`config.mk`:
```
export PLATFORM = sky130hd
export DESIGN_NAME = aes_round_ctrl
export DESIGN_NICKNAME = d
export VERILOG_FILES = /design/src/rtl/aes_round_ctrl.sv
export SDC_FILE = /design/constraint.sdc
export NUM_CORES = 1
export LEC_CHECK = 0
export ABC_CLOCK_PERIOD_IN_PS = 1600
export CORE_AREA = 2 2 256 258
export CTS_BUF_LIST = sky130_fd_sc_hd__clkbuf_8 sky130_fd_sc_hd__clkbuf_16
export DETAILED_ROUTE_END_ITERATION = 8
export DIE_AREA = 0 0 258 260
export PLACE_DENSITY = 0.36
export REMOVE_ABC_BUFFERS = 1
export SLEW_MARGIN = 25
export SYNTH_ARGS = -nofsm -noshare
export SYNTH_HDL_FRONTEND = slang
export SYNTH_SLANG_ARGS = --single-unit
```
`constraint.sdc`:
```
create_clock -name clk -period 1.6 [get_ports clk]
set_clock_uncertainty 0.05 [all_clocks]
set_input_delay 0.32 -clock clk [delete_from_list [all_inputs] [get_ports clk]]
set_output_delay 0.32 -clock clk [all_outputs]
set_load 0.05 [all_outputs]
```
`src/rtl/aes_round_ctrl.sv`:
```
// aes_round_ctrl: iterative AES encryption round sequencer.
//
// Accepts a 128-bit block on a valid/ready input and applies the initial
// AddRoundKey (in_block ^ round_key with dp_round = 0). It then steps the
// external combinational round datapath once per cycle for NR rounds. The
// result is held on a valid/ready output until downstream takes it.
//
// Handshake rule (both interfaces): a transfer happens on a rising clk edge
// where valid and ready are both 1. The controller raises ready only in IDLE.
// out_valid, once high, stays high with out_block stable until the transfer.
//
// Ports:
//   clk, rst_n            clock (rising edge), asynchronous active-low reset
//   in_valid/in_ready     input handshake, in_block = plaintext
//   round_key             round key for dp_round, from the key schedule
//   dp_round/dp_state     round index and state driven into the datapath
//   dp_last               final round, the datapath bypasses MixColumns
//   dp_result             datapath output for dp_state/dp_round/round_key
//   out_valid/out_ready   output handshake, out_block = ciphertext
//   abort                 (AES_ROUND_CTRL_ABORT_EN only) synchronous flush
//   dbg_state             current FSM state, for observation only
//
// Build option: define AES_ROUND_CTRL_ABORT_EN to add the abort input.
module aes_round_ctrl #(
  parameter int NR = 10
) (
  input  logic         clk,
  input  logic         rst_n,
  input  logic         in_valid,
  output logic         in_ready,
  input  logic [127:0] in_block,
  input  logic [127:0] round_key,
  output logic [3:0]   dp_round,
  output logic [127:0] dp_state,
  output logic         dp_last,
  input  logic [127:0] dp_result,
  output logic         out_valid,
  input  logic         out_ready,
  output logic [127:0] out_block,
`ifdef AES_ROUND_CTRL_ABORT_EN
  input  logic         abort,
`endif
  output logic [1:0]   dbg_state
);

  if (!(NR == 10 || NR == 12 || NR == 14)) begin : g_bad_nr
    $error("aes_round_ctrl: NR must be 10, 12 or 14");
  end

  localparam logic [3:0] NR_L = 4'(NR);

  typedef enum logic [1:0] {
    IDLE  = 2'd0,
    ROUND = 2'd1,
    DONE  = 2'd2
  } state_e;

  state_e       state_q, state_d;
  logic [3:0]   round_cnt_q, round_cnt_d;
  logic [127:0] state_reg_q, state_reg_d;
  logic         abort_w;

`ifdef AES_ROUND_CTRL_ABORT_EN
  assign abort_w = abort;
`else
  assign abort_w = 1'b0;
`endif

  always_ff @(posedge clk or negedge rst_n) begin
    if (!rst_n) begin
      state_q     <= IDLE;
      round_cnt_q <= 4'd0;
      state_reg_q <= '0;
    end else begin
      state_q     <= state_d;
      round_cnt_q <= round_cnt_d;
      state_reg_q <= state_reg_d;
    end
  end

  always_comb begin
    state_d     = state_q;
    round_cnt_d = round_cnt_q;
    state_reg_d = state_reg_q;
    in_ready    = 1'b0;
    out_valid   = 1'b0;
    dp_last     = 1'b0;

    case (state_q)
      IDLE: begin
        // round_cnt is 0 here, so round_key is the initial whitening key.
        in_ready = ~abort_w;
        if (in_valid && !abort_w) begin
          state_reg_d = in_block ^ round_key;
          round_cnt_d = 4'd1;
          state_d     = ROUND;
        end
      end
      ROUND: begin
        dp_last     = (round_cnt_q == NR_L);
        state_reg_d = dp_result;
        if (round_cnt_q < NR_L) begin
          round_cnt_d = round_cnt_q + 4'd1;
        end else begin
          state_d = DONE;
        end
      end
      DONE: begin
        // An abort in this cycle voids the output transfer.
        out_valid = ~abort_w;
        if (out_ready) begin
          state_d     = IDLE;
          round_cnt_d = 4'd0;
        end
      end
      default: begin
        state_d     = IDLE;
        round_cnt_d = 4'd0;
      end
    endcase

    if (abort_w && state_q != IDLE) begin
      state_d     = IDLE;
      round_cnt_d = 4'd0;
      state_reg_d = '0;
    end
  end

  assign dp_round  = round_cnt_q;
  assign dp_state  = state_reg_q;
  assign out_block = state_reg_q;
  assign dbg_state = state_q;

endmodule

```
; Yosys cells after proc, flatten, opt, wreduce, memory -nomap -nowiden
; Index checks and enable logic that the tools add are counted.
[totals]
input_bits = 388
register_bits = 134
[op_classes]
n_eq_ne = 7
addsub = 1
bitwise = 1
muxes = 13
order_cmp = 1
n_reduce_logical = 5
[op_table]
columns = op, count
row1 = 128-bit one-hot mux with 2 select lines, 1
row2 = 128-bit two-way mux, 1
row3 = 128-bit XOR, 1
row4 = 4-bit two-way mux, 3
row5 = 4-bit one-hot mux with 3 select lines, 1
row6 = "2-bit inequality test, second input constant", 4
row7 = 2-bit two-way mux, 3
row8 = 2-bit one-hot mux with 3 select lines, 1
row9 = 3-bit AND reduction, 2
row10 = "4-bit by 1-bit adder with 4-bit output, second input constant", 1
row11 = "4-bit equality test, second input constant", 1
row12 = "4-bit < comparator, second input constant", 1
row13 = 1-bit two-way mux, 3
row14 = "2-bit by 1-bit equality test with 1-bit output, second input constant", 1
row15 = "2-bit equality test, second input constant", 1
row16 = 2-bit logical NOT, 1
row17 = 2-bit AND reduction, 1
row18 = 2-bit nonzero test, 1

; Depth between registers and ports, before layout
[logic_depth]
depth_word = 3
ltp_mapped = 5
depth_no_buf = 4

; Worst setup path before layout
; OpenSTA, ideal clock, no wires.
[synth_timing]
path_type = flip-flop to output port
from = register state_q[1] (netlist: dbg_state[1])
to = output out_valid
setup_slack_ps = -710
path_buffers = 3
path_stages_with_launch = 5
t_arrival_ps = 1940
path_cell_list = dfrtp_1 buf_4 buf_4 buf_2 nor2b_1
[synth_via]
elab_chain_cells = 2
[synth_rtl]
columns = item, line_no
row1 = start: declaration, 58  ; state_e state_q, state_d;
row2 = start signal: assignment, 75  ; state_q <= state_d;
row3 = 2-bit equality test, 89  ; case (state_q)
row4 = 1-bit two-way mux, 89
row5 = end: declaration, 37  ; output logic out_valid,
; No other way between the ends.

; Worst setup path in the final report
[layout_timing]
from = register state_q[1] (netlist: dbg_state[1])
to = output dp_last
[layout_via]
elab_chain_cells = 2
[layout_rtl]
columns = item, line_no
row1 = 2-bit by 1-bit equality test with 1-bit output, 89
row2 = 1-bit two-way mux, 89
row3 = end: declaration, 35  ; output logic dp_last,
; No other way between the ends.

==> results.md <==
Synthesis:
- The top flip-flop cell by instance count after synthesis is dfrtp_1.
- In the synthesized netlist, the number of instances is 866.
- Yosys printed 0 warnings.
- The synthesized area divided by synthesized cell count is 10.02 sq um.
- For this run, asynchronously set or reset flops after synthesis account for 1.000.
- The area of the mapped netlist is 0.008681 sq mm.
- The share of the Yosys chip area taken by registers is 0.3863.
- Yosys mapped a number of flops with a built-in enable equal to 0.
- Ranked by total cell area, the synthesized netlist is headed by dfrtp_1 39%, a221oi_2 17%, xnor2_1 13%.
- After synthesis, the netlist uses 35 different library cells.
- The area fraction of the dominant cell type after synthesis is 0.3863.
- The count of state elements after synthesis is 134.
- The biggest area consumer among synthesized cells is dfrtp_1.

Timing:
- The final-layout setup total negative slack is -24.47 ns.
- The tightest hold margin is 0.3046 ns.
- Setup violations remaining at the end of the flow were counted as 136.
- In this run the tightest slew margin relative to its limit is 0.4448.
- The number of pins with negative max-slew slack in the final report is 0.
- The slew at the pin with the worst max-slew slack is 0.8327 ns.
- Subtracting the final worst setup slack from the clock period gives 1.892 ns.
- Once routing completed, OpenROAD measured the worst setup slack at -0.2920 ns.
- Static timing analysis puts the maximum clock frequency at 0.5285 GHz.
- Setup repair after global routing could not meet its margin everywhere.
- The count of final hold-check violations is 0.
- Of the available clock period, the critical path in the final layout requires 1.183.

Drt:
- After detailed routing, the average wire length per cell comes to 20.09 microns.
- The final wirelength is 46670 microns.
- The total via count in the routed design is 8585.
- The detail-routed via count per cell is 3.696.
- The number of remaining DRC errors is 0.
- In this run the remaining antenna-violating nets after routing total 0.
- The pre-antenna-repair detailed-routing pass consisted of 4 iterations.
- The DRC marker count from the first detailed-route iteration is 258.

Layout:
- The area growth from synthesis to layout is 128.0%.
- The number of nets at the end of the flow is 1845.
- Once layout is done, the placed cells without fillers occupy 0.01980 sq mm.
- The register area is 0.003374 sq mm.
- The count of fill cells added during filler insertion is 6490.
- The number of non-filler instances in the completed layout is 2323.
- The utilization after layout is 0.3088.
- The area used by multi-input combinational logic is 0.004258 sq mm.
- Of the cells placed in the final design, the portion with a size suffix greater than 1 is 0.3729.

Critical path:
- The worst path arrival time is 1.52 ns.
- The startpoint of the lowest-slack register-to-register path is dbg_state[1]$_DFFE_PN0P_.
- The worst setup path is launched from a register.
- The start point of the critical path is dbg_state[1]$_DFFE_PN0P_.
- The kind of end point of the critical path is a primary output.
- The critical setup path kind is register to primary output.
- At the worst endpoint, the required time is 1.23 ns.
- Of all nets on the critical path, the largest fanout is 4.
- The slack of the worst reg-to-reg path is -0.25 ns.

Pwr:
- The proportion of power drawn by the clock network is 0.082.
- The leakage power is 7.822 nW.
- The share of total power dissipated in combinational logic is 0.736.
- The largest vdd supply drop is 1.406 mV.
- The overall power after layout is 48.32 mW.
- Summed over all nets, the switching power comes to 23.77 mW.
- The part of the total power dissipated in sequential elements is 0.182.
- The total power density per cell area is 2441 mW/mm^2.
- Of the total power, the share spent switching nets is 0.4919.
- The internal power component is 24.55 mW.

Global routing:
- The global-route wire length before repair is 65360 microns.
- The final global-route overflow total is 0.
- The maximum number of pins on one net before global-route repair is 51.
- The number of global-route vias before repair was 9509.
- For this run, the total global-route usage over all layers was measured as 0.1341.
- The number of antenna violations at the first check in global routing is 1.

Floorplanning:
- The floorplan step defined a die boundary enclosing 0.06708 sq mm.
- The width of the die is 258 microns.
- The starting utilization of the core area is 0.1354.
- The total core area is 0.06412 sq mm.
- 653 I/O pins were placed.
- The number of placement rows is 93.
- The die height is 260 microns.

Clock tree:
- After clock tree synthesis, the clock-pin slew on the worst setup and hold paths is 0.06 ns.
- The total number of H-tree levels is 4.
- The number of clock buffers added by TritonCTS is 17.
- The CTS tree is yes.
- The clock passes through at most 2 buffers.
- Clock tree synthesis selected as its root buffer the cell clkbuf_16.
- At the later pin of the worst-skew pair, clock insertion delay measures 0.46 ns.
- Clock tree synthesis found a total of 134 sinks.

Placement:
- The setup slack after placement is -0.3419 ns.
- The post-detailed-placement half-perimeter wirelength is 37300 microns.
- In this run the cell area measured after placement is 0.01847 sq mm.
- The count of buffers from port buffering is 652.
- Counting tap cells, the placed design contains a total of 2261 instances.
- The placer's final routability congestion estimate is 0.7735.

Worst hold path:
- The min-delay analysis places its worst path in the category input pin to asynchronous set/reset pin.

Run status:
- The flow ran to the end, but the final reports show violations.
- The checks that failed: setup timing.

Run:
- The reported max-cap violation count is 0.
-- cells in the final DEF (no fill, tap or decap), drive strengths merged, types with 2 or more instances in the layout --
cell	n
nor2b	2
dfrtp	134
nor2	256
a221oi	127
nand2	4
clkinv	5
clkinvlp	2
xnor2	128
nand3	2
clkdlybuf4s50	386
clkbuf	26
ha	2
a22o	2
buf	365
nand2b	2
inv	4
-- kinds of logic (layout without fill, tap and decap cells) --
kind of cell               Yosys count  count (layout)  synth area share
xor gates and xnor gates           128             128            0.1291
and+or+nand+nor                    272             272            0.1219
DFF                                134             134            0.3863
adders and majority gates            2               2          0.002882
AOI/OAI and AO/OA                  140             140            0.2113
buffers and inverters              189             790            0.1473
other                                0               1                 0
muxes                                1               1          0.001153
-- cells in the mapped netlist, types with 2 or more instances --
cell type,number
dfrtp_1,134
buf_2,47
nor2_1,256
buf_4,136
xnor2_1,128
nand2_1,4
ha_1,2
a22o_1,2
nor2b_1,2
clkbuf_1,3
nand3_1,2
a221oi_2,99
nand2b_1,2
a221oi_1,28
-- path summary, 6_finish.rpt --
check	end	cells after the start
max in group asynchronous	dbg_state[1]$_DFFE_PN0P_	3
worst max-delay path	dp_last	3
worst min register to register	dp_round[3]$_DFFE_PN0P_	2
min in group clk	dp_state[91]$_DFFE_PN0P_	3
worst min-delay path	dp_state[35]$_DFFE_PN0P_	2
worst max register to register	dp_state[112]$_DFFE_PN0P_	8
-- layer usage --
metal	GRT usage	routed length (microns)	up-vias
met5	0	0	-
met4	0.03243	576	0
met3	0.04191	2958	23
met2	0.2513	25490	328
met1	0.1460	17640	4189
li1	-	-	4045
-- worst max-delay path, cell delays in order, from the launching register on --
cell     delay (ns)
dfrtp_4        0.51
nor2b_4        0.13
and4b_2        0.27
buf_12         0.14
-- final cells by class --
cell class,instances,share of cell area
clock buffer,21,0.02427
inverter,2,0.0005056
sequential,134,0.1705
antenna,1,0.0001264
multi-input combinational,543,0.2151
tap,855,0.05404
timing repair buffer,757,0.5314
clock inverter,10,0.004108
-- timing repair --
item / in CTS / in global routing
gates resized for setup: 42 / 38
setup endpoints to repair: 33 / 137
pin swaps: 3 / 1
endpoints found under the hold margin: 23 / 0
setup buffers: 15 / 5
gates cloned: 5 / 5
hold buffers: 1 / 0
-- registers in the layout, indices dropped and copies added (netlist names) --
register,count
dbg_state,2
dp_state,128
dp_round,4
-- power groups by stage --
| stage | combinational, mW | clock [mW] | sequential, mW |
|---|---|---|---|
| after floorplan | 3.07 | 0 | 14.8 |
| after global placement | 34.3 | 0 | 8.88 |
| after detailed placement | 34.3 | 0 | 8.86 |
| after CTS | 35.2 | 4.11 | 8.89 |
| after global routing | 36.8 | 4.24 | 9.08 |
| final | 35.6 | 3.95 | 8.79 |
(Power assumes the default switching activity.)
